## config.mk

```make
export PLATFORM = sky130hd
export DESIGN_NAME = lsu_wb_stage
export DESIGN_NICKNAME = d
export VERILOG_FILES = /design/src/rtl/lsu_wb_stage.sv
export SDC_FILE = /design/constraint.sdc
export NUM_CORES = 1
export LEC_CHECK = 0
export CAP_MARGIN = 5
export CORE_MARGIN = 10
export CORE_UTILIZATION = 48
export CTS_CLUSTER_DIAMETER = 80
export DETAILED_ROUTE_END_ITERATION = 7
export GPL_ROUTABILITY_DRIVEN = 0
export PLACE_DENSITY = 0.88
export REMOVE_ABC_BUFFERS = 1
export SYNTH_ARGS = -nofsm -noshare
export SYNTH_HDL_FRONTEND = slang
export SYNTH_SLANG_ARGS = --single-unit
```

## constraint.sdc

```tcl
create_clock -name clk -period 3.85 [get_ports clk]
set_input_delay 0.5775 -clock clk [delete_from_list [all_inputs] [get_ports clk]]
set_output_delay 0.5775 -clock clk [all_outputs]
set_load 0.01 [all_outputs]
```

## src/rtl/lsu_wb_stage.sv

```systemverilog
// lsu_wb_stage: memory/writeback stage with a valid/ready dcache
// request channel, a valid-pulse response and the tohost CSR.
// Ports: in_* upstream (valid/ready), dc_req_*/dc_resp_* dcache,
// wb_* registered writeback, csr_out CSR value.
// Option LSU_MISALIGN_TRAP_EN adds misalign_trap; without it a
// misaligned address is truncated to the natural alignment.
module lsu_wb_stage #(
  parameter int          DATA_W   = 32,
  parameter int          ADDR_W   = 32,
  parameter logic [11:0] CSR_ADDR = 12'h51E
) (
  input  logic                clk,
  input  logic                reset,
  input  logic                in_valid,
  output logic                in_ready,
  input  logic [31:0]         in_inst,
  input  logic [ADDR_W-1:0]   in_pc,
  input  logic [DATA_W-1:0]   in_alu,
  input  logic [DATA_W-1:0]   in_store_data,
  input  logic [DATA_W-1:0]   in_rs1,
  output logic                dc_req_valid,
  input  logic                dc_req_ready,
  output logic [ADDR_W-1:0]   dc_req_addr,
  output logic [DATA_W/8-1:0] dc_req_we,
  output logic [DATA_W-1:0]   dc_req_din,
  input  logic                dc_resp_valid,
  input  logic [DATA_W-1:0]   dc_resp_data,
  output logic                wb_valid,
  output logic [4:0]          wb_rd,
  output logic [DATA_W-1:0]   wb_data,
  output logic [DATA_W-1:0]   csr_out
`ifdef LSU_MISALIGN_TRAP_EN
  ,
  output logic                misalign_trap
`endif
);

  localparam int NB    = DATA_W / 8;
  localparam int OFF_W = $clog2(NB);
  localparam logic [1:0] MAX_SZ = 2'(OFF_W);

  typedef enum logic [1:0] {
    IDLE = 2'd0,
    REQ  = 2'd1,
    WAIT = 2'd2
  } state_t;

  state_t state, state_n;

  logic [6:0] opc;
  logic [2:0] f3;
  logic [4:0] rd;
  logic       is_load;
  logic       is_store;
  logic       is_mem;
  logic       is_csr;
  logic       is_jump;
  logic       is_branch;
  logic       accept;
  logic       mem_go;

  logic [1:0]        sz;
  logic [3:0]        lanes;
  logic [OFF_W-1:0]  low_m;
  logic [OFF_W-1:0]  off;
  logic [ADDR_W-1:0] ea;
  logic [NB-1:0]     base_m;
  logic [NB-1:0]     we_n;
  logic [DATA_W-1:0] din_n;
  logic [DATA_W-1:0] pc4;

  logic [ADDR_W-1:0] req_addr;
  logic [NB-1:0]     req_we;
  logic [DATA_W-1:0] req_din;
  logic              req_load;
  logic [1:0]        ld_sz;
  logic              ld_uns;
  logic [OFF_W-1:0]  ld_off;
  logic [4:0]        ld_rd;

  logic [DATA_W-1:0] sh;
  logic [6:0]        bits;
  logic              msb;
  logic [DATA_W-1:0] ld_val;
  logic [DATA_W-1:0] csr_q;

  assign opc = in_inst[6:0];
  assign f3  = in_inst[14:12];
  assign rd  = in_inst[11:7];

  assign is_load   = (opc == 7'b0000011);
  assign is_store  = (opc == 7'b0100011);
  assign is_mem    = is_load || is_store;
  assign is_branch = (opc == 7'b1100011);
  assign is_jump   = (opc == 7'b1101111)
                  || (opc == 7'b1100111);
  assign is_csr    = (opc == 7'b1110011)
                  && (in_inst[31:20] == CSR_ADDR)
                  && (f3[1:0] == 2'b01);

  assign accept = in_valid && in_ready;

  // Access size, clamped to the data path width.
  assign sz    = (f3[1:0] > MAX_SZ) ? MAX_SZ : f3[1:0];
  assign lanes = 4'd1 << sz;
  assign low_m = OFF_W'(lanes - 4'd1);
  assign ea    = ADDR_W'(in_alu);
  assign off   = ea[OFF_W-1:0] & ~low_m;
  assign pc4   = DATA_W'(in_pc) + DATA_W'(4);

`ifdef LSU_MISALIGN_TRAP_EN
  logic misal;
  assign misal  = |(ea[OFF_W-1:0] & low_m);
  assign mem_go = is_mem && !misal;
`else
  assign mem_go = is_mem;
`endif

  always_comb begin
    base_m = '0;
    for (int i = 0; i < NB; i++) begin
      base_m[i] = (4'(i) < lanes);
    end
  end

  assign we_n  = base_m << off;
  assign din_n = in_store_data << {off, 3'b000};

  always_ff @(posedge clk or negedge reset) begin
    if (!reset) begin
      state <= IDLE;
    end else begin
      state <= state_n;
    end
  end

  always_comb begin
    state_n = state;
    unique case (state)
      IDLE: if (accept && mem_go) state_n = REQ;
      REQ: begin
        if (dc_req_ready) begin
          state_n = req_load ? WAIT : IDLE;
        end
      end
      WAIT: if (dc_resp_valid) state_n = IDLE;
      default: state_n = IDLE;
    endcase
  end

  always_comb begin
    in_ready     = (state == IDLE);
    dc_req_valid = (state == REQ);
    dc_req_we    = dc_req_valid ? req_we : '0;
    dc_req_addr  = req_addr;
    dc_req_din   = req_din;
  end

  always_ff @(posedge clk or negedge reset) begin
    if (!reset) begin
      req_addr <= '0;
      req_we   <= '0;
      req_din  <= '0;
      req_load <= 1'b0;
      ld_sz    <= '0;
      ld_uns   <= 1'b0;
      ld_off   <= '0;
      ld_rd    <= '0;
    end else if (accept && mem_go) begin
      req_addr <= {ea[ADDR_W-1:OFF_W],
                   {OFF_W{1'b0}}};
      req_we   <= is_store ? we_n : '0;
      req_din  <= din_n;
      req_load <= is_load;
      ld_sz    <= sz;
      ld_uns   <= f3[2];
      ld_off   <= off;
      ld_rd    <= rd;
    end
  end

  assign sh   = dc_resp_data >> {ld_off, 3'b000};
  assign bits = 7'd8 << ld_sz;

  always_comb begin
    msb = 1'b0;
    unique case (1'b1)
      ld_sz == 2'd0: msb = sh[7];
      ld_sz == 2'd1: msb = sh[15];
      ld_sz == 2'd2: msb = sh[31];
      default:       msb = sh[DATA_W-1];
    endcase
  end

  always_comb begin
    ld_val = '0;
    for (int i = 0; i < DATA_W; i++) begin
      ld_val[i] = (i < int'(bits)) ? sh[i]
                : (msb & ~ld_uns);
    end
  end

  always_ff @(posedge clk or negedge reset) begin
    if (!reset) begin
      wb_valid <= 1'b0;
      wb_rd    <= '0;
      wb_data  <= '0;
    end else begin
      wb_valid <= 1'b0;
      if (accept && !is_mem) begin
        wb_valid <= (rd != 5'd0) && !is_branch;
        wb_rd    <= rd;
        // CSR swap returns the old value.
        wb_data  <= is_jump ? pc4
                  : is_csr  ? csr_q
                  : in_alu;
      end else if (state == WAIT
                   && dc_resp_valid) begin
        wb_valid <= (ld_rd != 5'd0);
        wb_rd    <= ld_rd;
        wb_data  <= ld_val;
      end
    end
  end

  always_ff @(posedge clk or negedge reset) begin
    if (!reset) begin
      csr_q <= '0;
    end else if (accept && is_csr) begin
      csr_q <= f3[2] ? DATA_W'(in_inst[19:15])
                     : in_rs1;
    end
  end

  assign csr_out = csr_q;

`ifdef LSU_MISALIGN_TRAP_EN
  always_ff @(posedge clk or negedge reset) begin
    if (!reset) begin
      misalign_trap <= 1'b0;
    end else begin
      misalign_trap <= accept && is_mem && misal;
    end
  end
`endif

endmodule

```

; ---- Word-level counts from Yosys, hierarchy flattened
; Index checks and enable logic that the tools add are counted.
[totals]
reg_bits = 149
latchBits = 0
mem_bits_rw = 0
mem_bits_ro = 0
inputBits = 197
output_inout_bits = 140
word_cells = 143
mem_count = 0
[classes]
addsub = 2
mul = 0
n_div = 0
magnitude_cmp = 37
n_eq_ne = 14
shift = 5
muxes = 50
bitwise = 4
n_reduce_logical = 18
[op_table]
columns = cell, count
row1 = 32-bit two-way mux, 5
row2 = 5-bit by 7-bit less-than comparator with 1-bit output (first input constant), 16
row3 = 4-bit by 7-bit less-than comparator with 1-bit output (first input constant), 8
row4 = 1-bit two-way mux, 34
row5 = 32-bit by 3-bit adder with 32-bit output (second input constant), 1
row6 = 32-bit by 5-bit left shift with 32-bit output, 1
row7 = 32-bit by 5-bit >> shifter with 32-bit output, 1
row8 = 7-bit == test (second input constant), 4
row9 = 3-bit by 7-bit less-than comparator with 1-bit output (first input constant), 4
row10 = 1-bit by 7-bit less-than comparator with 1-bit output (first input constant), 2
row11 = 2-bit by 7-bit less-than comparator with 1-bit output (first input constant), 2
row12 = 12-bit by 11-bit == test with 1-bit output (second input constant), 1
row13 = 2-bit two-way mux, 5
row14 = 5-bit two-way mux, 2
row15 = 5-bit nonzero test, 2
row16 = 1-bit logical AND, 8
row17 = 1-bit by 4-bit less-than comparator with 1-bit output (first input constant), 2
row18 = 2-bit by 4-bit less-than comparator with 1-bit output (first input constant), 2
row19 = 4-bit two-way mux, 2
row20 = 7-bit by 2-bit == test with 1-bit output (second input constant), 1
row21 = 7-bit by 6-bit == test with 1-bit output (second input constant), 1
row22 = 4-bit by 2-bit left shift with 7-bit output (first input constant), 1
row23 = 2-bit by 1-bit == test with 1-bit output (second input constant), 3
row24 = 2-bit one-hot mux with 3 select lines, 1
row25 = other kinds (17), 21

; ---- Longest topological paths before layout
; Gate-level depths: netlist (run 1).
[depth]
ltp_word = 8
ltp_mapped = 7
mapped_depth_nobuf = 6

; ---- Worst setup path after synthesis (run 1)
; OpenSTA, ideal clock, no wires.
[synth_path]
path_kind = input port to flip-flop
start = input in_inst[20]
end = register wb_data[2]
setup_time_ns = 0.126
arrival_ns = 2.250
required_ns = 3.724
path_slack_ns = 1.474
stages = 5
path_buffers = 0
cell_sequence = or4b_4 nor4_4 nand2_2 a211o_1 a221o_1
[synth_via]
elab_chain_len = 6
[synth_rtl]
columns = item, line
row1 = from (decl), 16  ; input logic [31:0] in_inst,
row2 = 12-bit by 11-bit == test with 1-bit output, 98  ; && (in_inst[31:20] == CSR_ADDR)
row3 = 1-bit logical AND, 98
row4 = 1-bit logical AND, 99  ; && (f3[1:0] == 2'b01);
row5 = 32-bit two-way mux, 215  ; : is_csr ? csr_q
row6 = 32-bit two-way mux, 214  ; wb_data <= is_jump ? pc4
row7 = 32-bit two-way mux, 210  ; if (accept && !is_mem) begin
row8 = to (signal assigned), 214
row9 = to (signal assigned), 221  ; wb_data <= ld_val;
row10 = to (decl), 30  ; output logic [DATA_W-1:0] wb_data,
; Every way passes these cells.
; A chain may end at the register's enable or synchronous reset.

; ---- Final worst setup path (run 1)
[layout_path]
start = input in_inst[6]
end = register wb_data[15]
[layout_via]
elab_chain_len = 6
elab_cells_between_ends = 15
cone_classes = eq/ne: 5 / mux: 3 / reduce/logical: 7
[layout_rtl]
columns = item, line
row1 = 7-bit == test, 97  ; assign is_csr = (opc == 7'b1110011)
row2 = 1-bit logical AND, 98
row3 = 1-bit logical AND, 99
row4 = 32-bit two-way mux, 215
row5 = 32-bit two-way mux, 214
row6 = 32-bit two-way mux, 210
; Several ways; a longest one is shown, not always the timed one.

==> metrics.log, run 1 <==
[metrics] count of routing violations after the opening detailed-route iteration: 649
[metrics] initial core utilization: 48.6%
[metrics] Max Fclk: 0.348 GHz
[metrics] row count: 48
[metrics] most frequent cells in the layout: 333 x clkdlybuf4s50_1, 149 x dfrtp_1, 131 x nand2_1
[metrics] Clock Skew: 8.58 ps
[metrics] placed wire-length estimate: 26000 um
[metrics] power density normalized to cell area: 363 nW/um2
[metrics] tightest slew margin relative to the limit: 34.0%
[metrics] launching point of the worst reg2reg path: ld_off[0]
[metrics] first-pass detailed-route iteration total: 6
[metrics] asr flop ratio synth: 100%
[metrics] die span in x: 152 um
[metrics] fin. max-slew vios: 0
[metrics] number of warnings reported in the yosys synthesis log: 0
[metrics] aggregate global-route resource usage: 28.2%
[metrics] peak supply drop: 333 uV
[metrics] CP delay by family, top: simple AND/OR/NAND/NOR gates
[metrics] final worst path period share: 74.5%
[metrics] Crit Path Category: input port to register
[metrics] CP max stage cell: nor2_2
[metrics] count of cell types in the netlist: 67
[metrics] required time at the worst-slack endpoint: 4170 ps
[metrics] arrival time of data at the critical path endpoint: 3190 ps
[metrics] crit path max fanout: 19
[metrics] Setup violations, final: 0
[metrics] worst reg2reg path depth: 6
[metrics] hold buffers post-CTS: 0
[metrics] number of antenna violations at the first check in global routing: 6
[metrics] leakage dissipation: 5.25 nW
[metrics] slew at the pin closest to its max-slew limit: 988 ps
[metrics] # nets final: 1398
[metrics] total placed cells including tap cells: 1406
[metrics] critical path's largest stage delay: 810 ps
[metrics] Worst-path clk slew: 60 ps
[metrics] Syn-to-layout area delta: 50.3%
[metrics] CTS Sinks: 149
[metrics] Post CTS Setup Buffer Count: 0
[metrics] register area share after synthesis: 44.7%
[metrics] Cell Count, Final, Fillers Out: 1443
[metrics] min Tclk post-route: 2870 ps
[metrics] flop and latch count out of synthesis: 149
[metrics] synth top area cells: dfrtp_1 45%, nand2_1 5.9%, mux2_2 5.7%
[metrics] setup repair after global routing missed its margin: false
[metrics] proportion of netlist area held by the largest area contributor: 44.7%
[metrics] die area: 23100 um2
[metrics] via density per instance: 6.00
[metrics] clock tree from TritonCTS: done
[metrics] area of the core: 17200 um2
[metrics] root buf cell: clkbuf_16
[metrics] Hold Violations, Final: 0
[metrics] number of global-route vias before repair: 8893
[metrics] library cell occupying the most area in the post-synthesis netlist: dfrtp_1
[metrics] cells resized by post-CTS repair: 0
[metrics] fillcell total: 1246
[metrics] dominant synthesized flop cell: dfrtp_1
[metrics] post-synth design cell area: 8340 um2
[metrics] DRT antenna net count: 0
[metrics] sort of element at the start of the critical path: input port
[metrics] cts bufs inserted: 17
[metrics] R2R setup slack: 1390 ps
[metrics] first-pass GRT wire length: 51800 um
[metrics] synthesized netlist cell count: 891
[metrics] layout cells sized above 1: 9.56%
[metrics] Min-Delay Path Class: input port to async pin
[metrics] wire per inst: 23.7 um
[metrics] ports placed on the boundary: 337
[metrics] height of the die: 152 um
[metrics] Total Negative Setup Slacks: 0 ps
[metrics] most frequent standard cell in the layout excluding fill and tap cells: clkdlybuf4s50_1
[metrics] type of destination of the critical path: register
[metrics] total number of vias: 8657
[metrics] buffer depth of the longest clock path: 2
[metrics] result of the run: finished clean
[metrics] final wirelength: 34200 um
[metrics] count of H-tree levels built during CTS: 4
[metrics] Post-synth EDFFs: 0
[metrics] Buf+Inv Stages, Crit Path: 1
[metrics] Port Buf Inserts: 334
[metrics] Critical Path, Cell by Cell: clkdlybuf4s50_1 -> nor3_1 -> a21boi_2 -> nor2_2 -> a21oi_1 -> a32o_1
[metrics] DR DRC count: 0
[metrics] number of maximum-capacitance constraint violations: 0
[metrics] Worst Hold Margin: 182 ps
[metrics] residual overflow from global routing: 0
[metrics] source-to-sink clock delay at the later pin of the worst-skew pair: 440 ps
[metrics] destination of the worst register-to-register timing path: wb_data[11]
[metrics] average cell area after synthesis: 9.36 um2
[metrics] maximum number of pins on one net before global-route repair: 94
[cells in the mapped netlist (4+ instances only)]
| cell | n |
|---|---|
| a211oi_1 | 26 |
| a21boi_0 | 10 |
| a21oi_1 | 35 |
| a221oi_1 | 4 |
| a22oi_1 | 5 |
| a2bb2oi_1 | 7 |
| a31o_2 | 6 |
| a31oi_1 | 8 |
| and2_1 | 12 |
| and3_1 | 25 |
| and4_1 | 6 |
| buf_1 | 8 |
| clkbuf_1 | 51 |
| dfrtp_1 | 149 |
| mux2_2 | 42 |
| mux2i_1 | 45 |
| nand2_1 | 131 |
| nand2b_1 | 29 |
| nand3_1 | 13 |
| nand3b_1 | 4 |
| nand4_1 | 11 |
| nor2_1 | 38 |
| nor2b_1 | 10 |
| nor3_1 | 12 |
| nor3b_1 | 5 |
| nor4_1 | 6 |
| o21ai_0 | 88 |
| o221ai_1 | 4 |
| o22ai_1 | 8 |
| o31a_1 | 5 |
| o31ai_1 | 13 |
| o32ai_1 | 7 |
| xnor2_1 | 8 |
| xor2_1 | 8 |
[where the power goes]
group	switching, mW	leakage [nW]	internal, mW
combinational	0.472	3.02	0.575
sequential	0.0907	1.95	1.71
clock	0.690	0.283	1.01
total	1.25	5.25	3.29
[worst reg2reg max path, stage by stage, from the launching register on]
cell,delay (ps)
dfrtp_1,720
buf_4,360
nor2b_1,520
a2bb2oi_1,150
o211ai_1,230
o21ai_0,130
o31ai_1,240
[worst max-delay path by stage]
stage               slack, ps       start  depth (start not counted)         endpoint
floorplan                -280    in_valid                          3  dc_req_addr[10]
global placement          690  in_inst[6]                          6      wb_data[15]
detailed placement        590  in_inst[6]                          6      wb_data[15]
CTS                      1040  in_inst[6]                          6      wb_data[15]
global route              850  in_inst[2]                          6      wb_data[15]
finish                    980  in_inst[6]                          6      wb_data[15]
[metal layers]
layer  GRT usage [%]  vias up  part of all wire, %
met3            10.6       77                   10
li1                -     3887                    -
met1            32.3     4170                   38
met5               0        -                0.032
met4            11.2        2                  3.1
met2            46.6      521                   49
[stage by stage]
stage	util (%)	power, mW	cell area (um2)	worst slack, ps
after CTS	72.9	4.56	12500	1040
after floorplan	-	2.18	8080	-281
final	73.0	4.55	12500	980
after global placement	69.5	2.84	11900	693
after global routing	73.0	4.71	12500	848
after detailed placement	69.5	2.87	11900	593
[registers in the layout, summed over array words and instances, names as in the netlist, 4 cells and up]
signal       flops
csr_out         32
dc_req_din      32
wb_data         32
dc_req_addr     30
ld_rd            5
wb_rd            5
req_we           4
[cell type report]
| type | count | area (um2) | share of cell area, % |
|---|---|---|---|
| Multi-Input combinational cell | 675 | 4400 | 35.1 |
| Timing Repair Buffer | 355 | 3510 | 28.0 |
| Tap cell | 225 | 282 | 2.24 |
| Clock buffer | 22 | 474 | 3.78 |
| Clock inverter | 10 | 123 | 0.978 |
| Antenna cell | 5 | 12.5 | 0.0998 |
| Inverter | 2 | 7.51 | 0.0599 |
| Sequential cell | 149 | 3730 | 29.7 |
[logic make-up after synthesis]
family	share of synthesized area, %
AOI/OAI and AO/OA	19.3
DFF	44.7
muxes	11.6
and+or+nand+nor	19.2
adders and majority gates	0.150
xor gates and xnor gates	1.68
other	0.0449
buffers and inverters	3.25
No activity file was read; power rests on OpenSTA's default activity.
==> inputs of run 2 (changes only) <==
- CORE_UTILIZATION: 48 -> 40
- PLACE_DENSITY: 0.88 -> 0.78
- clock period: 3.85 -> 2.4 ns (I/O delays scaled with it)
==> run 2 against run 1 <==
Effect of this change:
- worst setup slack worse by 830 ps
- register-to-register slack worse by 1200 ps
- combinational power is 67% higher
==> metrics.log, run 2 (synthesized netlist as in run 1, its figures left out) <==
[metrics] fin. max-slew vios: 0 (unchanged)
[metrics] final wirelength: 35300 um (+3.4%)
[metrics] Syn-to-layout area delta: 57.2%
[metrics] leakage dissipation: 5.57 nW (+6.0%)
[metrics] ports placed on the boundary: 337 (unchanged)
[metrics] Crit Path Category: input port to register
[metrics] buffer depth of the longest clock path: 2 (unchanged)
[metrics] setup repair after global routing missed its margin: false
[metrics] Hold Violations, Final: 0 (unchanged)
[metrics] number of antenna violations at the first check in global routing: 2 (-4)
[metrics] area of the core: 20400 um2 (+19%)
[metrics] most frequent standard cell in the layout excluding fill and tap cells: clkdlybuf4s50_1
[metrics] most crowded layer after global routing: met2
[metrics] type of destination of the critical path: register
[metrics] maximum number of pins on one net before global-route repair: 58 (-38%)
[metrics] DRT antenna net count: 0 (unchanged)
[metrics] tightest slew margin relative to the limit: 40.4% (+6.5 points)
[metrics] design internal power: 5.29 mW (+61%)
[metrics] Worst-path clk slew: 70 ps (about the same)
[metrics] Min-Delay Path Class: input port to async pin
[metrics] DR DRC count: 0 (unchanged)
[metrics] routing usage on met2: 42.6% (-4.0 points)
[metrics] Post CTS Setup Buffer Count: 0 (unchanged)
[metrics] most frequent cells in the layout: 333 x clkdlybuf4s50_1, 149 x dfrtp_1, 131 x nand2_1
[metrics] Logic pwr share: 23.9% (+0.9 points)
[metrics] residual overflow from global routing: 0 (unchanged)
[metrics] min Tclk post-route: 2250 ps
[metrics] sw power: 2.05 mW (+64%)
[metrics] peak supply drop: 517 uV (+55%)
[metrics] height of the die: 164 um (+8.3%)
[metrics] number of maximum-capacitance constraint violations: 0 (unchanged)
[metrics] die span in x: 164 um (+8.3%)
[metrics] fillcell total: 1682 (+35%)
[metrics] Max Fclk: 0.444 GHz
[metrics] slew at the pin closest to its max-slew limit: 893 ps (-95.0 ps)
[metrics] wire per inst: 22.9 um (-3.3%)
[metrics] met1 layer usage reported by global route: 30.0% (-2.3 points)
[metrics] required time at the worst-slack endpoint: 2710 ps (-1460 ps)
[metrics] first-pass detailed-route iteration total: 5 (-1)
[metrics] die area: 27000 um2 (+17%)
[metrics] initial core utilization: 41.0% (-7.6 points)
[metrics] # nets final: 1455 (+4.1%)
[metrics] number of global-route vias before repair: 8877 (-0.18%)
[metrics] root buf cell: clkbuf_16
[metrics] clock share of power: 36.9% (-0.5 points)
[metrics] power density normalized to cell area: 560 nW/um2 (+54%)
[metrics] Setup violations, final: 0 (unchanged)
[metrics] crit path max fanout: 5 (-14)
[metrics] cts bufs inserted: 17 (unchanged)
[metrics] aggregate global-route resource usage: 25.5% (-2.7 points)
[metrics] Port Buf Inserts: 334 (unchanged)
[metrics] final worst path period share: 93.9%
[metrics] result of the run: finished clean
[metrics] Clock Skew: 10.3 ps (+1.72 ps)
[metrics] count of routing violations after the opening detailed-route iteration: 749 (+15%)
[metrics] CTS Sinks: 149 (unchanged)
[metrics] via density per instance: 5.58 (-6.9%)
[metrics] arrival time of data at the critical path endpoint: 2570 ps (-620 ps)
[metrics] sw frac: 28.0% (+0.39 points)
[metrics] sort of element at the start of the critical path: input port
[metrics] row count: 52 (+8.3%)
[metrics] share of the core filled with cells in the final layout: 64.4% (-8.6 points)
[metrics] placed wire-length estimate: 27800 um (+7.0%)
[metrics] Total Negative Setup Slacks: 0 ps (unchanged)
[metrics] clock tree from TritonCTS: done
[metrics] source-to-sink clock delay at the later pin of the worst-skew pair: 440 ps (about the same)
[metrics] first-pass GRT wire length: 52800 um (+2.0%)
[metrics] grt met3 use: 8.44% (-2.2 points)
[metrics] total number of vias: 8614 (-0.50%)
[metrics] layout cells sized above 1: 13.8% (+4.2 points)
[metrics] count of H-tree levels built during CTS: 4 (unchanged)
[metrics] register share of total power: 39.2% (-0.4 points)
## run 2: changes by cell type in the layout (fill, tap and decap cells not counted), sizes merged
cell / change
buf: +56
clkbuf: -3
diode: -2
dlygate4sd3: +1
inv: +3
## run 2: routing by layer
metal	wire length (um)	vias up	part of all wire [%]
li1	-	3998	-
met1	13700	4177	39
met2	17300	379	49
met3	3350	60	9.5
met4	1000	0	2.8
met5	0	-	0
## run 2: cell type report
class	count	area, um2	area share [%]
timing repair buffer	412	4040	30.8
multi-input combinational	675	4410	33.6
tap	270	338	2.58
inverter	2	7.51	0.0572
antenna	3	7.51	0.0572
clock inverter	13	145	1.11
clock buffer	19	443	3.38
sequential	149	3730	28.4
## run 2: metrics by stage
| stage | area (um2) | hold WS, ps | power, mW | std cells | setup WS, ps |
|---|---|---|---|---|---|
| final | 13100 | 472 | 7.34 | 1543 | 145 |
| after global routing | 13100 | 484 | 7.63 | 1541 | 47.9 |
| after CTS | 13100 | 473 | 7.37 | 1540 | 82.1 |
| after detailed placement | 12500 | 376 | 4.66 | 1507 | -295 |
| after global placement | 12500 | 375 | 4.64 | 1507 | -249 |
| after floorplan | 8080 | 64.4 | 3.50 | 826 | -1590 |
## run 2: final timing paths
kind	start	endpoint	slack [ps]	cells after the start
hold / removal	reset	dc_req_addr[7]	470	2
min in group clk	req_we[1]	req_we[1]	470	2
setup / recovery	in_inst[28]	wb_data[2]	150	7
hold reg to reg	req_we[1]	req_we[1]	470	2
max in group asynchronous	reset	dc_req_addr[30]	1230	3
setup reg to reg	state[1]	wb_data[15]	230	7
## run 2: power by group through the flow
stage,registers (mW),clock network [mW],logic (mW)
after global placement,2.91,0,1.72
after global routing,2.90,2.85,1.88
after detailed placement,2.92,0,1.74
after CTS,2.88,2.74,1.76
after floorplan,3.01,0,0.491
final,2.88,2.71,1.75
## run 2: repair_timing
item	in CTS	in global routing
resized for setup	0	3
hold buffers	1	0
endpoints found under the setup margin	0	4
hold endpoints to repair	55	0
## run 2: critical path: stages
cell             delay [ps]
clkdlybuf4s50_1         500
or4b_4                  480
nor4_4                  270
buf_4                   190
nand2_2                 140
a211o_1                 330
a221o_1                 290
